===== config.mk =====
export PLATFORM = sky130hd
export DESIGN_NAME = uart_tx_fifo
export DESIGN_NICKNAME = d
export VERILOG_FILES = /design/src/rtl/uart_tx_fifo.sv
export SDC_FILE = /design/constraint.sdc
export NUM_CORES = 1
export LEC_CHECK = 0
export ABC_AREA = 1
export BUFFER_PORTS_ARGS = -buffer_cell sky130_fd_sc_hd__buf_2
export CAP_MARGIN = 20
export CORE_MARGIN = 5
export CORE_UTILIZATION = 65
export CTS_CLUSTER_SIZE = 25
export DETAILED_ROUTE_END_ITERATION = 8
export PLACE_DENSITY_LB_ADDON = 0.1
export SYNTH_ARGS = -nofsm -noshare
export SYNTH_HDL_FRONTEND = slang
export SYNTH_SLANG_ARGS = --single-unit

===== constraint.sdc =====
create_clock -name clk -period 7.45 [get_ports clk]
set_input_delay 0.3725 -clock clk [delete_from_list [all_inputs] [get_ports clk]]
set_output_delay 0.3725 -clock clk [all_outputs]
set_load 0.05 [all_outputs]

===== src/rtl/uart_tx_fifo.sv =====
// rtl/uart_tx_fifo.sv - UART transmitter with push FIFO, runtime baud divisor and frame format
// Define UART_TX_BREAK_EN to add the tx_break input and break/mark-after-break generation.
module uart_tx_fifo #(
    parameter int CLK_FREQ   = 125_000_000,
    parameter int BAUD_RATE  = 115200,
    parameter int DIV_W      = 16,
    parameter int FIFO_DEPTH = 16
) (
    input  logic                        clk,
    input  logic                        rst_n,
    input  logic [7:0]                  tx_data,
    input  logic                        tx_valid,
    output logic                        tx_ready,
    input  logic [DIV_W-1:0]            cfg_div,
    input  logic [1:0]                  cfg_data_bits,
    input  logic [1:0]                  cfg_parity,
    input  logic                        cfg_stop2,
`ifdef UART_TX_BREAK_EN
    input  logic                        tx_break,
`endif
    output logic [$clog2(FIFO_DEPTH):0] fifo_count,
    output logic                        tx_busy,
    output logic                        tx
);
    localparam int AW = $clog2(FIFO_DEPTH);
    localparam int CW = AW + 1;

    if (FIFO_DEPTH < 2 || (FIFO_DEPTH & (FIFO_DEPTH - 1)) != 0) begin : g_bad_depth
        $error("FIFO_DEPTH must be a power of two >= 2");
    end
    if (CLK_FREQ / BAUD_RATE < 2) begin : g_bad_baud
        $error("CLK_FREQ/BAUD_RATE must be at least 2");
    end

    typedef enum logic [2:0] {
        S_IDLE,
        S_START,
        S_DATA,
        S_PARITY,
        S_STOP
`ifdef UART_TX_BREAK_EN
        , S_BREAK,
        S_MAB
`endif
    } state_t;

    logic [7:0]       mem [FIFO_DEPTH];
    logic [AW-1:0]    wr_ptr;
    logic [AW-1:0]    rd_ptr;
    logic [CW-1:0]    count;
    logic             push;
    logic             pop;

    state_t           state;
    logic [DIV_W-1:0] cnt;
    logic [DIV_W-1:0] f_div;
    logic [7:0]       shreg;
    logic [2:0]       bit_idx;
    logic [2:0]       f_last;
    logic             f_par_en;
    logic             f_par_bit;
    logic             f_stop2;
    logic             stop_idx;

    logic [DIV_W-1:0] div_eff;
    logic [7:0]       data_mask;
    logic [7:0]       head_masked;
    logic             head_par;
    logic             bit_end;
    logic             stop_end;
    logic             can_start;
    logic             brk_req;

    assign div_eff     = (cfg_div < DIV_W'(2)) ? DIV_W'(2) : cfg_div;
    assign data_mask   = 8'hFF >> (2'd3 - cfg_data_bits);
    assign head_masked = mem[rd_ptr] & data_mask;

    always_comb begin
        head_par = 1'b1;
        case (cfg_parity)
            2'b01:   head_par = ~^head_masked;
            2'b10:   head_par = ^head_masked;
            default: head_par = 1'b1;
        endcase
    end

    assign bit_end   = (cnt == f_div - DIV_W'(1));
    assign stop_end  = (state == S_STOP) && bit_end && (stop_idx == f_stop2);
    assign can_start = (state == S_IDLE) || stop_end;

`ifdef UART_TX_BREAK_EN
    assign brk_req = tx_break;
`else
    assign brk_req = 1'b0;
`endif

    // A pending break outranks queued data whenever a new frame could begin.
    assign pop        = can_start && !brk_req && (count != '0);
    assign push       = tx_valid && tx_ready;
    assign tx_ready   = (count < CW'(FIFO_DEPTH));
    assign fifo_count = count;

    always_ff @(posedge clk) begin
        if (push) begin
            mem[wr_ptr] <= tx_data;
        end
    end

    always_ff @(posedge clk or negedge rst_n) begin
        if (!rst_n) begin
            wr_ptr <= '0;
            rd_ptr <= '0;
            count  <= '0;
        end else begin
            if (push) begin
                wr_ptr <= wr_ptr + AW'(1);
            end
            if (pop) begin
                rd_ptr <= rd_ptr + AW'(1);
            end
            case ({push, pop})
                2'b10:   count <= count + CW'(1);
                2'b01:   count <= count - CW'(1);
                default: count <= count;
            endcase
        end
    end

    always_ff @(posedge clk or negedge rst_n) begin
        if (!rst_n) begin
            state     <= S_IDLE;
            cnt       <= '0;
            f_div     <= DIV_W'(2);
            shreg     <= '0;
            bit_idx   <= '0;
            f_last    <= 3'd7;
            f_par_en  <= 1'b0;
            f_par_bit <= 1'b0;
            f_stop2   <= 1'b0;
            stop_idx  <= 1'b0;
            tx        <= 1'b1;
            tx_busy   <= 1'b0;
        end else if (pop) begin
            // Frame format is captured here so later cfg changes only affect the next frame.
            state     <= S_START;
            cnt       <= '0;
            f_div     <= div_eff;
            shreg     <= head_masked;
            bit_idx   <= '0;
            f_last    <= 3'd4 + {1'b0, cfg_data_bits};
            f_par_en  <= (cfg_parity != 2'b00);
            f_par_bit <= head_par;
            f_stop2   <= cfg_stop2;
            stop_idx  <= 1'b0;
            tx        <= 1'b0;
            tx_busy   <= 1'b1;
`ifdef UART_TX_BREAK_EN
        end else if (can_start && brk_req) begin
            state   <= S_BREAK;
            cnt     <= '0;
            tx      <= 1'b0;
            tx_busy <= 1'b1;
`endif
        end else begin
            cnt <= bit_end ? '0 : cnt + DIV_W'(1);
            case (state)
                S_START: begin
                    if (bit_end) begin
                        state <= S_DATA;
                        tx    <= shreg[0];
                        shreg <= shreg >> 1;
                    end
                end
                S_DATA: begin
                    if (bit_end) begin
                        if (bit_idx == f_last) begin
                            if (f_par_en) begin
                                state <= S_PARITY;
                                tx    <= f_par_bit;
                            end else begin
                                state <= S_STOP;
                                tx    <= 1'b1;
                            end
                        end else begin
                            bit_idx <= bit_idx + 3'd1;
                            tx      <= shreg[0];
                            shreg   <= shreg >> 1;
                        end
                    end
                end
                S_PARITY: begin
                    if (bit_end) begin
                        state <= S_STOP;
                        tx    <= 1'b1;
                    end
                end
                S_STOP: begin
                    if (bit_end) begin
                        if (stop_idx == f_stop2) begin
                            state   <= S_IDLE;
                            tx_busy <= 1'b0;
                        end else begin
                            stop_idx <= 1'b1;
                        end
                    end
                end
`ifdef UART_TX_BREAK_EN
                S_BREAK: begin
                    cnt <= '0;
                    if (!tx_break) begin
                        state <= S_MAB;
                        f_div <= div_eff;
                        tx    <= 1'b1;
                    end
                end
                S_MAB: begin
                    if (bit_end) begin
                        state   <= S_IDLE;
                        tx_busy <= 1'b0;
                    end
                end
`endif
                default: begin
                    cnt     <= '0;
                    tx      <= 1'b1;
                    tx_busy <= 1'b0;
                end
            endcase
        end
    end
endmodule


==> run summary, run 1 <==
hold crit path type = input pin to asynchronous set/reset pin
RD Place Congestion = 0.8673
CTS root buf = sky130_fd_sc_hd__clkbuf_16
post-detailed-route via-to-cell ratio = 5.390
register clock-pin slew on the reported worst setup and hold paths = 0.07 ns
total count of hold-check failures in the final report = 0
Slew Limit Fails = 0
share of synthesized cell area in and, or, nand and nor gates = 0.2560
mean area per synthesized cell = 9.165 sq um
Syn. warnings = 0
area growth from synthesis to final layout = 9.089%
fin crit share = 0.5731
number of cell rows = 44
number of standard cells after synthesis = 1,032
setup TNS = 0 ns
Final Net Count = 1,110
post-synthesis sequential area ratio = 0.5842
remaining max-slew budget at the tightest pin = 0.2675
number of levels the H-tree was split into = 4
Overall Power = 4144 uW
proportion of register bits with asynchronous set or reset after synthesis = 0.3436
routed wire length = 19.87 mm
number of enable flip-flop cells after synthesis = 128
Crit path required time = 7.77 ns
commonest non-fill, non-tap cell in the layout = sky130_fd_sc_hd__nand2_1
total routing resource utilization after global routing = 0.2468
xor/xnor cell area share of the yosys netlist = 0.04114
largest net degree at the start of global routing = 77
post-synthesis mux area share = 0
die extent in y = 130.6 microns
Pre-Repair DR Iteration Count = 6
top-level port count = 40
clock tree from TritonCTS = yes
worst ir drop on vdd = 0.3099 mV
vias in the first global route = 6,297
kind of end point of the critical path = register
critical path cell sequence = inv_2 > ha_1 > nand3_2 > nor2_2 > nand2_1 > nand2_1 > nand2_1 > nor2_1 > nand3_1 > nor2_2 > nand3_2 > a21oi_4 > ha_1 > xor2_1 > ha_1 > nor2_1 > o21ai_0 > a21oi_1 > inv_1 > a21oi_1 > o21ai_0 > xor2_1
clock latency of the later-clocked register in the worst-skew pair = 0.44 ns
placeable core area = 0.01442 sq mm
Critical Path Max Stage Delay = 0.68 ns
FF-to-FF Start = f_div[0]$_DFFE_PN0N_
largest family of logic cells by synthesized area = simple AND/OR/NAND/NOR gates
ranking of synthesized cells by area = sky130_fd_sc_hd__edfxtp_1 (41%), sky130_fd_sc_hd__dfrtp_1 (17%), sky130_fd_sc_hd__nand2_1 (13%)
antenna cell count = 0
pin slew with the least headroom to its limit = 1.098 ns
hold-fix buffers at CTS = 0
number of synthesized register bits = 195
Starting Density = 0.6557
detailed-placement wirelength estimate = 12.99 mm
count of clock tree sinks = 195
time the final worst path needs with I/O delays and setup = 4.270 ns
number of buffers inserted by port buffering = 39
highest clock frequency the design can meet = 0.2342 GHz
share of Yosys cell area claimed by the top area cell type = 0.4064
worst setup timing slack at the placement stage = 3.335 ns
worst clock skew on the final layout = 0.01133 ns
number of routed nets with antenna violations = 0
starting DRC count in detailed routing = 695
cell with the largest stage delay on the worst path = sky130_fd_sc_hd__a21oi_4
post-CTS setup buffer count = 0
predominant post-synthesis flop cell = sky130_fd_sc_hd__edfxtp_1
utilization after layout = 0.7153
global-route wire length before repair = 31.90 mm
post-synthesis adder-cell area fraction = 0.01984
worst-path maximum fanout = 35
CP startpoint = f_div[0]$_DFFE_PN0N_
share of cells above drive strength 1 = 0.09944
commonest cells after routing, fill and taps aside = sky130_fd_sc_hd__nand2_1 (332), sky130_fd_sc_hd__nor2_1 (130), sky130_fd_sc_hd__edfxtp_1 (128)
static leakage = 0.004482 uW
number of vias in the routed layout = 6,792
Die W = 130.6 microns
initial antenna violation count = 0
arrival time at the worst endpoint = 4.59 ns
netlist area before placement = 0.009458 sq mm
die area = 0.01706 sq mm
Bufs on Longest Clock Path = 2
Critical Path Source Type = register
Synthesized Nets = 1,079
Residual DRC = 0
remaining global-route overflow = 0
Routed wire per std cell = 15.77 microns
unrepaired setup endpoints after global routing = false
result of the run = finished clean
number of gates resized after cts = 0
area leader, netlist = sky130_fd_sc_hd__edfxtp_1
total CTS buffers = 17
critical setup path kind = register to register
count of unique library cells instantiated by Yosys = 39
max-capacitance violation count = 0
cell area power density = 401.7 mW/mm^2
final setup slack of the worst path = 3.180 ns
final setup violating endpoints = 0
synthesized-area fraction occupied by ao, oa, aoi and oai cells = 0.04458
[stage by stage]
stage               hold WS, ns  std cells  instance area [sq um]
global placement         0.4529       1228                   9747
floorplan               0.07691       1032                   9458
detailed placement       0.4541       1228                   9747
CTS                      0.1402       1260                  10320
global route             0.1257       1260                  10320
finish                   0.1225       1260                  10320
[where the power goes]
part | internal, uW | leakage [uW] | switching (uW) | total, uW
combinational | 544 | 0.00222 | 1230 | 1770
sequential | 1340 | 0.00200 | 154 | 1490
clock | 469 | 0.000266 | 413 | 881
total | 2350 | 0.00448 | 1800 | 4140
[registers in the layout (all words and copies together) (netlist names)]
register    cells
tx_busy         1
mem           128
rd_ptr          4
f_par_en        1
tx              1
f_stop2         1
state           3
cnt            16
wr_ptr          4
bit_idx         3
shreg           8
f_div          16
f_par_bit       1
stop_idx        1
fifo_count      5
f_last          2
[layout make-up]
type                            instances  area [sq um]
Sequential cell                       195          5527
Fill cell                            1075          4106
Multi-Input combinational cell        713          3420
Clock buffer                           17         425.4
Inverter                               94         352.8
Tap cell                              184         230.2
Timing Repair Buffer                   42         217.7
Clock inverter                         15         145.1
[metal layers]
layer | wire (microns) | part of all wire | global-route usage | up-vias
met5 | 0 | 0 | 0 | -
met4 | 298 | 0.015 | 0.06171 | 0
met3 | 980 | 0.049 | 0.05528 | 28
met2 | 9477 | 0.48 | 0.3891 | 173
met1 | 9112 | 0.46 | 0.3538 | 3175
li1 | - | - | - | 3416
[logic make-up after synthesis]
kind of cell	count (synthesis)
AO/OA/AOI/OAI	74
XOR/XNOR	42
adder cells (fa/ha/maj)	15
buffers and inverters	124
flip-flops	195
AND/OR/NAND/NOR	582
[path summary, 6_finish.rpt]
path	depth (start not counted)	slack, ns	to
worst max-delay path	22	3.18	fifo_count[4]$_DFFE_PN0P_
worst min-delay path	2	0.12	f_div[14]$_DFFE_PN0N_
worst max register to register	22	3.18	fifo_count[4]$_DFFE_PN0P_
worst min register to register	2	0.46	tx$_DFFE_PN1P_
max in group asynchronous	2	6.71	rd_ptr[0]$_DFFE_PN0N_
min in group clk	3	0.15	f_div[4]$_DFFE_PN0N_
[synthesized netlist by cell type (15+ instances only)]
master / instances
sky130_fd_sc_hd__nor2_1: 130
sky130_fd_sc_hd__nand3_1: 73
sky130_fd_sc_hd__ha_1: 15
sky130_fd_sc_hd__a21oi_1: 17
sky130_fd_sc_hd__xor2_1: 23
sky130_fd_sc_hd__dfrtp_1: 63
sky130_fd_sc_hd__o21ai_0: 32
sky130_fd_sc_hd__inv_1: 87
sky130_fd_sc_hd__nand2_1: 332
sky130_fd_sc_hd__edfxtp_1: 128
sky130_fd_sc_hd__o21ai_1: 15
sky130_fd_sc_hd__xnor2_1: 17
[worst max-delay path: cells and delay by family, from the launching register on]
family,cells,cell delay (ns)
buffers and inverters,2,0.15
adder cells (fa/ha/maj),3,0.81
flip-flops,1,0.40
XOR/XNOR,2,0.27
AND/OR/NAND/NOR,10,1.33
AO/OA/AOI/OAI,5,1.17
(Power assumes the default switching activity.)
==> inputs of run 2 (changes only) <==
--- a/config.mk
+++ b/config.mk
@@ -5,11 +5,11 @@
 export SDC_FILE = /design/constraint.sdc
 export NUM_CORES = 1
 export LEC_CHECK = 0
-export ABC_AREA = 1
+export ABC_AREA = 0
 export BUFFER_PORTS_ARGS = -buffer_cell sky130_fd_sc_hd__buf_2
 export CAP_MARGIN = 20
 export CORE_MARGIN = 5
-export CORE_UTILIZATION = 65
+export CORE_UTILIZATION = 56
 export CTS_CLUSTER_SIZE = 25
 export DETAILED_ROUTE_END_ITERATION = 8
 export PLACE_DENSITY_LB_ADDON = 0.1
==> constraint.sdc (replaced) <==
create_clock -name clk -period 3.45 [get_ports clk]
set_input_delay 0.1725 -clock clk [delete_from_list [all_inputs] [get_ports clk]]
set_output_delay 0.1725 -clock clk [all_outputs]
set_load 0.05 [all_outputs]
==> run 2 against run 1 <==
Against the previous run:
- the run now ends with negative setup slack left
- routed wire length decreased by 4.9%
- via count decreased by 16%
- non-clock buffer count increased by 73
- area after synthesis decreased by 4.5%
- register-to-register slack got worse by 3.7 ns
- critical path type unchanged
- highest routed layer unchanged
==> run summary, run 2 <==
Routed wire per std cell = 18.98 microns (was 15.77 microns)
Crit Reg-Reg Endpoint = fifo_count[4]$_DFFE_PN0P_ (unchanged)
time the final worst path needs with I/O delays and setup = 3.920 ns (was 4.270 ns)
remaining global-route overflow = 0 (unchanged)
number of cell rows = 46 (was 44)
final setup slack of the worst path = -0.4699 ns (was 3.180 ns)
Slew Limit Fails = 0 (unchanged)
Syn. warnings = 0 (unchanged)
power share of the combinational group = 0.078 (was 0.428)
area leader, netlist = sky130_fd_sc_hd__edfxtp_1 (unchanged)
area growth from synthesis to final layout = 20.31% (was 9.089%)
RD Place Congestion = 0.8396 (was 0.8673)
Crit path required time = 3.80 ns (was 7.77 ns)
vias in the first global route = 5,857 (was 6,297)
violations in the final reports = negative setup slack
worst ir drop on vdd = 0.3532 mV (was 0.3099 mV)
count of clock tree sinks = 195 (unchanged)
Starting Density = 0.5705 (was 0.6557)
top cell types by occurrence after synthesis = sky130_fd_sc_hd__edfxtp_1 (128), sky130_fd_sc_hd__dfrtp_1 (63), sky130_fd_sc_hd__nor2_1 (54), sky130_fd_sc_hd__nand2_1 (33) (was sky130_fd_sc_hd__nand2_1 (332), sky130_fd_sc_hd__nor2_1 (130), sky130_fd_sc_hd__edfxtp_1 (128), sky130_fd_sc_hd__inv_1 (87), sky130_fd_sc_hd__nand3_1 (73))
mean area per synthesized cell = 13.64 sq um (was 9.165 sq um)
CP startpoint = f_div[3]$_DFFE_PN0N_ (was f_div[0]$_DFFE_PN0N_)
clock network power share = 0.399 (was 0.213)
Psw = 1134 uW (was 1795 uW)
net switching fraction of the power = 0.2257 (was 0.4332)
unrepaired setup endpoints after global routing = true (was false)
register clock-pin slew on the reported worst setup and hold paths = 0.07 ns (about the same)
commonest non-fill, non-tap cell in the layout = sky130_fd_sc_hd__edfxtp_1 (was sky130_fd_sc_hd__nand2_1)
Synthesized Nets = 709 (was 1,079)
die extent in y = 137.0 microns (was 130.6 microns)
die area = 0.01876 sq mm (was 0.01706 sq mm)
top-level port count = 40 (unchanged)
CTS root buf = sky130_fd_sc_hd__clkbuf_16 (unchanged)
Critical Path Source Type = register (unchanged)
arrival time at the worst endpoint = 4.27 ns (was 4.59 ns)
hold crit path type = input pin to register (was input pin to asynchronous set/reset pin)
share of Yosys cell area claimed by the top area cell type = 0.4257 (was 0.4064)
Residual DRC = 0 (unchanged)
antenna cell count = 0 (unchanged)
kind of end point of the critical path = register (unchanged)
proportion of register bits with asynchronous set or reset after synthesis = 0.3436 (unchanged)
most used standard cell by instance count after synthesis = sky130_fd_sc_hd__edfxtp_1 (was sky130_fd_sc_hd__nand2_1)
count of unique library cells instantiated by Yosys = 64 (was 39)
Pre-Repair DR Iteration Count = 4 (was 6)
final design area excluding fillers = 0.01086 sq mm (was 0.01032 sq mm)
number of vias in the routed layout = 5,678 (was 6,792)
start point of the worst hold path = cfg_div[3]
static leakage = 0.004271 uW (was 0.004482 uW)
clock tree from TritonCTS = yes (unchanged)
cell area after placement = 0.009729 sq mm (was 0.009747 sq mm)
cell area power density = 462.7 mW/mm^2 (was 401.7 mW/mm^2)
setup TNS = -5.292 ns (was 0 ns)
largest net degree at the start of global routing = 48 (was 77)
total routing resource utilization after global routing = 0.2140 (was 0.2468)
netlist area before placement = 0.009030 sq mm (was 0.009458 sq mm)
critical setup path kind = register to register (unchanged)
routed wire length = 18.90 mm (was 19.87 mm)
Final Net Count = 814 (was 1,110)
number of flip-flops under the largest register name = 128 (unchanged)
flop-to-flop setup slack = -0.47 ns (was 3.18 ns)
number of enable flip-flop cells after synthesis = 128 (unchanged)
initial antenna violation count = 0 (unchanged)
Top reg by flops = mem (unchanged)
Worst Hold End = f_div[3]$_DFFE_PN0N_
number of buffers inserted by port buffering = 39 (unchanged)
P_int = 3892 uW (was 2349 uW)
global-route wire length before repair = 30.68 mm (was 31.90 mm)
fin crit share = 1.136 (was 0.5731)
post-detailed-route via-to-cell ratio = 5.701 (was 5.390)
clock latency of the later-clocked register in the worst-skew pair = 0.43 ns (was 0.44 ns)
remaining max-slew budget at the tightest pin = 0.3100 (was 0.2675)
pin slew with the least headroom to its limit = 1.031 ns (was 1.098 ns)
number of synthesized register bits = 195 (unchanged)
share of cells above drive strength 1 = 0.2538 (was 0.09944)
number of levels the H-tree was split into = 4 (unchanged)
top flop regs = mem: 128 flops, cnt: 16 flops, f_div: 16 flops (unchanged)
worst-path maximum fanout = 3 (was 35)
worst clock skew on the final layout = 0.01122 ns (was 0.01133 ns)
number of standard cells after synthesis = 662 (was 1,032)
placeable core area = 0.01583 sq mm (was 0.01442 sq mm)
total CTS buffers = 17 (unchanged)
highest clock frequency the design can meet = 0.2551 GHz (was 0.2342 GHz)
proportion of power drawn by flip-flops and latches = 0.524 (was 0.360)
Worst Reg-to-Reg Cells = 16 (was 22)
total count of hold-check failures in the final report = 0 (unchanged)
commonest cells after routing, fill and taps aside = sky130_fd_sc_hd__edfxtp_1 (128), sky130_fd_sc_hd__dfrtp_1 (62), sky130_fd_sc_hd__nor2_1 (54) (was sky130_fd_sc_hd__nand2_1 (332), sky130_fd_sc_hd__nor2_1 (130), sky130_fd_sc_hd__edfxtp_1 (128))
predominant post-synthesis flop cell = sky130_fd_sc_hd__edfxtp_1 (unchanged)
ranking of synthesized cells by area = sky130_fd_sc_hd__edfxtp_1 (43%), sky130_fd_sc_hd__dfrtp_1 (17%), sky130_fd_sc_hd__mux4_2 (5.0%) (was sky130_fd_sc_hd__edfxtp_1 (41%), sky130_fd_sc_hd__dfrtp_1 (17%), sky130_fd_sc_hd__nand2_1 (13%))
FF-to-FF Start = f_div[3]$_DFFE_PN0N_ (was f_div[0]$_DFFE_PN0N_)
max-capacitance violation count = 0 (unchanged)
post-synthesis sequential area ratio = 0.6119 (was 0.5842)
final setup violating endpoints = 31 (was 0)
count of placed standard cells in the final layout, fillers left out = 996 (was 1,260)
Die W = 137.0 microns (was 130.6 microns)
number of routed nets with antenna violations = 0 (unchanged)
detailed-placement wirelength estimate = 12.77 mm (was 12.99 mm)
cell count after placement = 928 (was 1,228)
number of cells traversed by the worst hold path = 2
result of the run = complete, but fails checks (was finished clean)
Bufs on Longest Clock Path = 2 (unchanged)
starting DRC count in detailed routing = 360 (was 695)
-- run 2: cell count changes after synthesis, sizes merged, moves of 11 or more --
cell    delta
a221oi    +11
inv       -70
mux2      +27
mux2i     +32
mux4      +20
nand2    -303
nand3     -61
nor2      -87
o21ai     -26
xnor2     +15
-- run 2: metal layers --
layer	global-route usage	vias to the layer above	wire, microns
li1	-	2693	-
met1	0.2775	2842	7945
met2	0.3714	120	9950
met3	0.03272	23	689
met4	0.06874	0	314
met5	0	-	0
-- run 2: area by class of cell --
cell class | instances | area (sq um)
clock inverters | 14 | 173.9
flip-flops and latches | 195 | 5527
inverters | 23 | 86.33
well taps | 216 | 270.3
clock buffers | 18 | 429.2
repair buffers | 115 | 944.7
fillers | 1121 | 4964
multi-input cells | 415 | 3433
-- run 2: cells by family (layout without fill, tap and decap cells) --
| kind of cell | count (synthesis) | count (layout) | share of synthesized area |
|---|---|---|---|
| flip-flops | 195 | 195 | 0.6119 |
| XOR/XNOR | 51 | 51 | 0.04947 |
| adder cells (fa/ha/maj) | 15 | 15 | 0.02078 |
| AND/OR/NAND/NOR | 174 | 174 | 0.09755 |
| multiplexers | 79 | 79 | 0.1190 |
| buffers and inverters | 52 | 170 | 0.02563 |
| AO/OA/AOI/OAI | 96 | 96 | 0.07566 |
-- run 2: what timing repair did --
item | CTS | global route
setup endpoints to repair | 31 | 52
gates cloned | 2 | 0
hold buffers | 17 | 0
pin swaps | 8 | 5
setup buffers | 12 | 6
endpoints found under the hold margin | 36 | 0
gates resized for setup | 30 | 11
-- run 2: critical path, stage by stage (launching register included) --
cell and delay [ns]:
sky130_fd_sc_hd__dfrtp_1 0.38, sky130_fd_sc_hd__or4_4 0.55, sky130_fd_sc_hd__or4_4 0.50, sky130_fd_sc_hd__or3_4 0.41, sky130_fd_sc_hd__a2111oi_4 0.37, sky130_fd_sc_hd__nand4_4 0.16, sky130_fd_sc_hd__o22a_1 0.22, sky130_fd_sc_hd__inv_2 0.09
sky130_fd_sc_hd__ha_4 0.16, sky130_fd_sc_hd__xor2_4 0.17, sky130_fd_sc_hd__ha_4 0.15, sky130_fd_sc_hd__o21ai_1 0.05, sky130_fd_sc_hd__a21oi_1 0.14, sky130_fd_sc_hd__a21oi_1 0.09, sky130_fd_sc_hd__xor2_1 0.14, sky130_fd_sc_hd__nor2_1 0.12
sky130_fd_sc_hd__xnor2_1 0.13
-- run 2: worst max path at each step --
| stage | end | slack (ns) | cells past startpoint |
|---|---|---|---|
| 3_5_place_dp | fifo_count[4]$_DFFE_PN0P_ | -0.55 | 18 |
| 2_1_floorplan | fifo_count[4]$_DFFE_PN0P_ | -0.92 | 20 |
| 6_report | fifo_count[4]$_DFFE_PN0P_ | -0.47 | 16 |
| 5_1_grt | fifo_count[4]$_DFFE_PN0P_ | -0.61 | 16 |
| 4_1_cts | fifo_count[4]$_DFFE_PN0P_ | -0.45 | 16 |
| 3_3_place_gp | fifo_count[4]$_DFFE_PN0P_ | -0.51 | 18 |
-- run 2: power by group through the flow --
| stage | clock network (uW) | logic [uW] | registers, uW |
|---|---|---|---|
| after floorplan | 0 | 235 | 2660 |
| after global placement | 0 | 351 | 2670 |
| after detailed placement | 0 | 362 | 2680 |
| after CTS | 2040 | 389 | 2630 |
| after global routing | 2130 | 432 | 2640 |
| final | 2000 | 391 | 2630 |
-- run 2: per-stage QoR --
stage / hold WS [ns] / util / power (uW) / setup slack, ns
2_1_floorplan: -0.1231 / - / 2900 / -0.9178
3_3_place_gp: 0.1412 / 0.6147 / 3024 / -0.5060
3_5_place_dp: 0.1628 / 0.6147 / 3040 / -0.5521
4_1_cts: 0.002597 / 0.6817 / 5054 / -0.4527
5_1_grt: 0.01020 / 0.6864 / 5208 / -0.6107
6_report: 0.01577 / 0.6864 / 5027 / -0.4699
==> inputs of run 3 (changes only) <==
--- a/config.mk
+++ b/config.mk
@@ -8,8 +8,7 @@
 export ABC_AREA = 0
 export BUFFER_PORTS_ARGS = -buffer_cell sky130_fd_sc_hd__buf_2
 export CAP_MARGIN = 20
-export CORE_MARGIN = 5
-export CORE_UTILIZATION = 56
+export CORE_UTILIZATION = 50
 export CTS_CLUSTER_SIZE = 25
 export DETAILED_ROUTE_END_ITERATION = 8
 export PLACE_DENSITY_LB_ADDON = 0.1
==> run 3 against run 2 <==
Against the previous run:
- the run still ends with negative setup slack left
- clock skew down 0.0012 ns
- power down 2.9%
- routed wire length increased by 1.8%
- maximum frequency fell by 1.4%
- largest cell class unchanged
- cell area rose by 0.58%
- critical path depth unchanged
==> run summary, run 3 (same netlist as run 2, synthesis figures left out) <==
result of the run = complete, but fails checks (unchanged)
violations in the final reports = negative setup slack (unchanged)
post-detailed-route via-to-cell ratio = 5.703 (was 5.701)
number of buffers inserted by port buffering = 39 (unchanged)
commonest non-fill, non-tap cell in the layout = sky130_fd_sc_hd__edfxtp_1 (unchanged)
Pre-Repair DR Iteration Count = 7 (was 4)
number of routed nets with antenna violations = 0 (unchanged)
cell with the largest stage delay on the worst path = sky130_fd_sc_hd__or4_4 (unchanged)
Crit path required time = 3.80 ns (about the same)
static leakage = 0.004317 uW (was 0.004271 uW)
clock tree from TritonCTS = yes (unchanged)
highest clock frequency the design can meet = 0.2515 GHz (was 0.2551 GHz)
top flop regs = mem: 128 flops, cnt: 16 flops, f_div: 16 flops (unchanged)
net switching fraction of the power = 0.2434 (was 0.2257)
cell count after placement = 939 (was 928)
worst slack on hold paths = 0.01803 ns (was 0.01577 ns)
die area = 0.01860 sq mm (was 0.01876 sq mm)
share of cells above drive strength 1 = 0.2817 (was 0.2538)
clock latency of the later-clocked register in the worst-skew pair = 0.43 ns (about the same)
count of clock tree sinks = 195 (unchanged)
Top reg by flops = mem (unchanged)
Bufs on Longest Clock Path = 2 (unchanged)
Worst Reg-to-Reg Cells = 16 (unchanged)
cell area after placement = 0.009758 sq mm (was 0.009729 sq mm)
proportion of power drawn by flip-flops and latches = 0.539 (was 0.524)
fin crit share = 1.152 (was 1.136)
detailed-placement wirelength estimate = 13.01 mm (was 12.77 mm)
max-capacitance violation count = 0 (unchanged)
RD Place Congestion = 0.8437 (was 0.8396)
Slew Limit Fails = 0 (unchanged)
total routing resource utilization after global routing = 0.2274 (was 0.2140)
total CTS buffers = 17 (unchanged)
P_int = 3692 uW (was 3892 uW)
pin slew with the least headroom to its limit = 0.9875 ns (was 1.031 ns)
setup TNS = -5.310 ns (was -5.292 ns)
routed wire length = 19.24 mm (was 18.90 mm)
hold crit path type = input pin to register (unchanged)
Final Net Count = 815 (was 814)
Residual DRC = 0 (unchanged)
arrival time at the worst endpoint = 4.33 ns (was 4.27 ns)
worst ir drop on vdd = 0.5768 mV (was 0.3532 mV)
remaining global-route overflow = 0 (unchanged)
register clock-pin slew on the reported worst setup and hold paths = 0.07 ns (about the same)
worst-path maximum fanout = 3 (unchanged)
total count of hold-check failures in the final report = 0 (unchanged)
starting DRC count in detailed routing = 333 (was 360)
area growth from synthesis to final layout = 21.01% (was 20.31%)
global-route wire length before repair = 31.41 mm (was 30.68 mm)
number of cell rows = 48 (was 46)
initial antenna violation count = 0 (unchanged)
die extent in y = 136.4 microns (was 137.0 microns)
kind of end point of the critical path = register (unchanged)
critical setup path kind = register to register (unchanged)
placeable core area = 0.01748 sq mm (was 0.01583 sq mm)
number of cells traversed by the worst hold path = 3 (was 2)
final setup violating endpoints = 31 (unchanged)
cell area power density = 446.6 mW/mm^2 (was 462.7 mW/mm^2)
vias in the first global route = 5,975 (was 5,857)
largest net degree at the start of global routing = 68 (was 48)
commonest cells after routing, fill and taps aside = sky130_fd_sc_hd__edfxtp_1 (128), sky130_fd_sc_hd__dfrtp_1 (62), sky130_fd_sc_hd__nor2_1 (49) (was sky130_fd_sc_hd__edfxtp_1 (128), sky130_fd_sc_hd__dfrtp_1 (62), sky130_fd_sc_hd__nor2_1 (54))
remaining max-slew budget at the tightest pin = 0.3392 (was 0.3100)
number of vias in the routed layout = 5,737 (was 5,678)
final design area excluding fillers = 0.01093 sq mm (was 0.01086 sq mm)
worst clock skew on the final layout = 0.01003 ns (was 0.01122 ns)
Critical Path Max Stage Delay = 0.53 ns (was 0.55 ns)
CTS root buf = sky130_fd_sc_hd__clkbuf_16 (unchanged)
clock network power share = 0.381 (was 0.399)
utilization after layout = 0.6252 (was 0.6864)
Psw = 1188 uW (was 1134 uW)
critical path cell sequence = or4_4 > or4_4 > or3_4 > a2111oi_4 > nand4_4 > o22a_1 > inv_2 > ha_4 > xor2_2 > ha_2 > o21ai_1 > a21oi_2 > a21oi_2 > xor2_1 > nor2_1 > xnor2_1 (was or4_4 > or4_4 > or3_4 > a2111oi_4 > nand4_4 > o22a_1 > inv_2 > ha_4 > xor2_4 > ha_4 > o21ai_1 > a21oi_1 > a21oi_1 > xor2_1 > nor2_1 > xnor2_1)
count of placed standard cells in the final layout, fillers left out = 1,006 (was 996)
time the final worst path needs with I/O delays and setup = 3.975 ns (was 3.920 ns)
Die W = 136.4 microns (was 137.0 microns)
number of levels the H-tree was split into = 4 (unchanged)
Routed wire per std cell = 19.13 microns (was 18.98 microns)
power share of the combinational group = 0.080 (was 0.078)
unrepaired setup endpoints after global routing = true (unchanged)
Critical Path Source Type = register (unchanged)
final setup slack of the worst path = -0.5255 ns (was -0.4699 ns)
top-level port count = 40 (unchanged)
antenna cell count = 0 (unchanged)
number of flip-flops under the largest register name = 128 (unchanged)
Starting Density = 0.5167 (was 0.5705)
==> run 3: power by group through the flow <==
stage	logic, uW	clock network [uW]	registers (uW)
2_1_floorplan	235	0	2660
3_3_place_gp	351	0	2680
3_5_place_dp	363	0	2680
4_1_cts	389	1900	2630
5_1_grt	436	2000	2640
6_report	390	1860	2630
==> run 3: final cells by class <==
| class | count | area (sq um) |
|---|---|---|
| fillers | 1283 | 6550 |
| flip-flops and latches | 195 | 5527 |
| multi-input cells | 415 | 3516 |
| repair buffers | 116 | 963.4 |
| clock buffers | 19 | 432.9 |
| well taps | 225 | 281.5 |
| clock inverters | 13 | 120.1 |
| inverters | 23 | 86.33 |
==> run 3: critical path, delay by kind of cell (launching register included) <==
kind / cells / cell delay (ns)
and+or+nand+nor: 5 / 1.74
AOI/OAI and AO/OA: 5 / 0.90
xor gates and xnor gates: 3 / 0.42
DFF: 1 / 0.37
adders and majority gates: 2 / 0.36
buffers and inverters: 1 / 0.09
==> run 3: per-stage QoR <==
stage	setup WS [ns]	power, uW
2_1_floorplan	-0.9178	2900
3_3_place_gp	-0.4809	3028
3_5_place_dp	-0.5258	3042
4_1_cts	-0.5101	4916
5_1_grt	-0.7585	5072
6_report	-0.5255	4880
==> run 3: timing repair <==
action | CTS | global route
pin swaps | 11 | 7
hold buffers | 14 | 0
resized for setup | 46 | 28
endpoints found under the setup margin | 32 | 38
setup buffers | 17 | 5
gates cloned | 3 | 0
hold endpoints to repair | 76 | 0
==> run 3: worst paths after layout <==
kind	start	to	slack, ns
worst max-delay path	f_div[1]$_DFFE_PN1N_	fifo_count[4]$_DFFE_PN0P_	-0.53
worst min-delay path	cfg_div[0]	f_div[0]$_DFFE_PN0N_	0.02
worst max register to register	f_div[1]$_DFFE_PN1N_	fifo_count[4]$_DFFE_PN0P_	-0.53
worst min register to register	f_last[1]$_DFFE_PN1N_	f_last[1]$_DFFE_PN1N_	0.50
max in group asynchronous	rst_n	rd_ptr[0]$_DFFE_PN0N_	2.43
min in group asynchronous	rst_n	f_div[4]$_DFFE_PN0N_	0.39
==> run 3: routing by layer <==
metal	GRT usage	vias up	wire [microns]
li1	-	2695	-
met1	0.2823	2899	8260
met2	0.3945	114	9912
met3	0.04661	29	650
met4	0.07654	0	420
met5	0	-	0
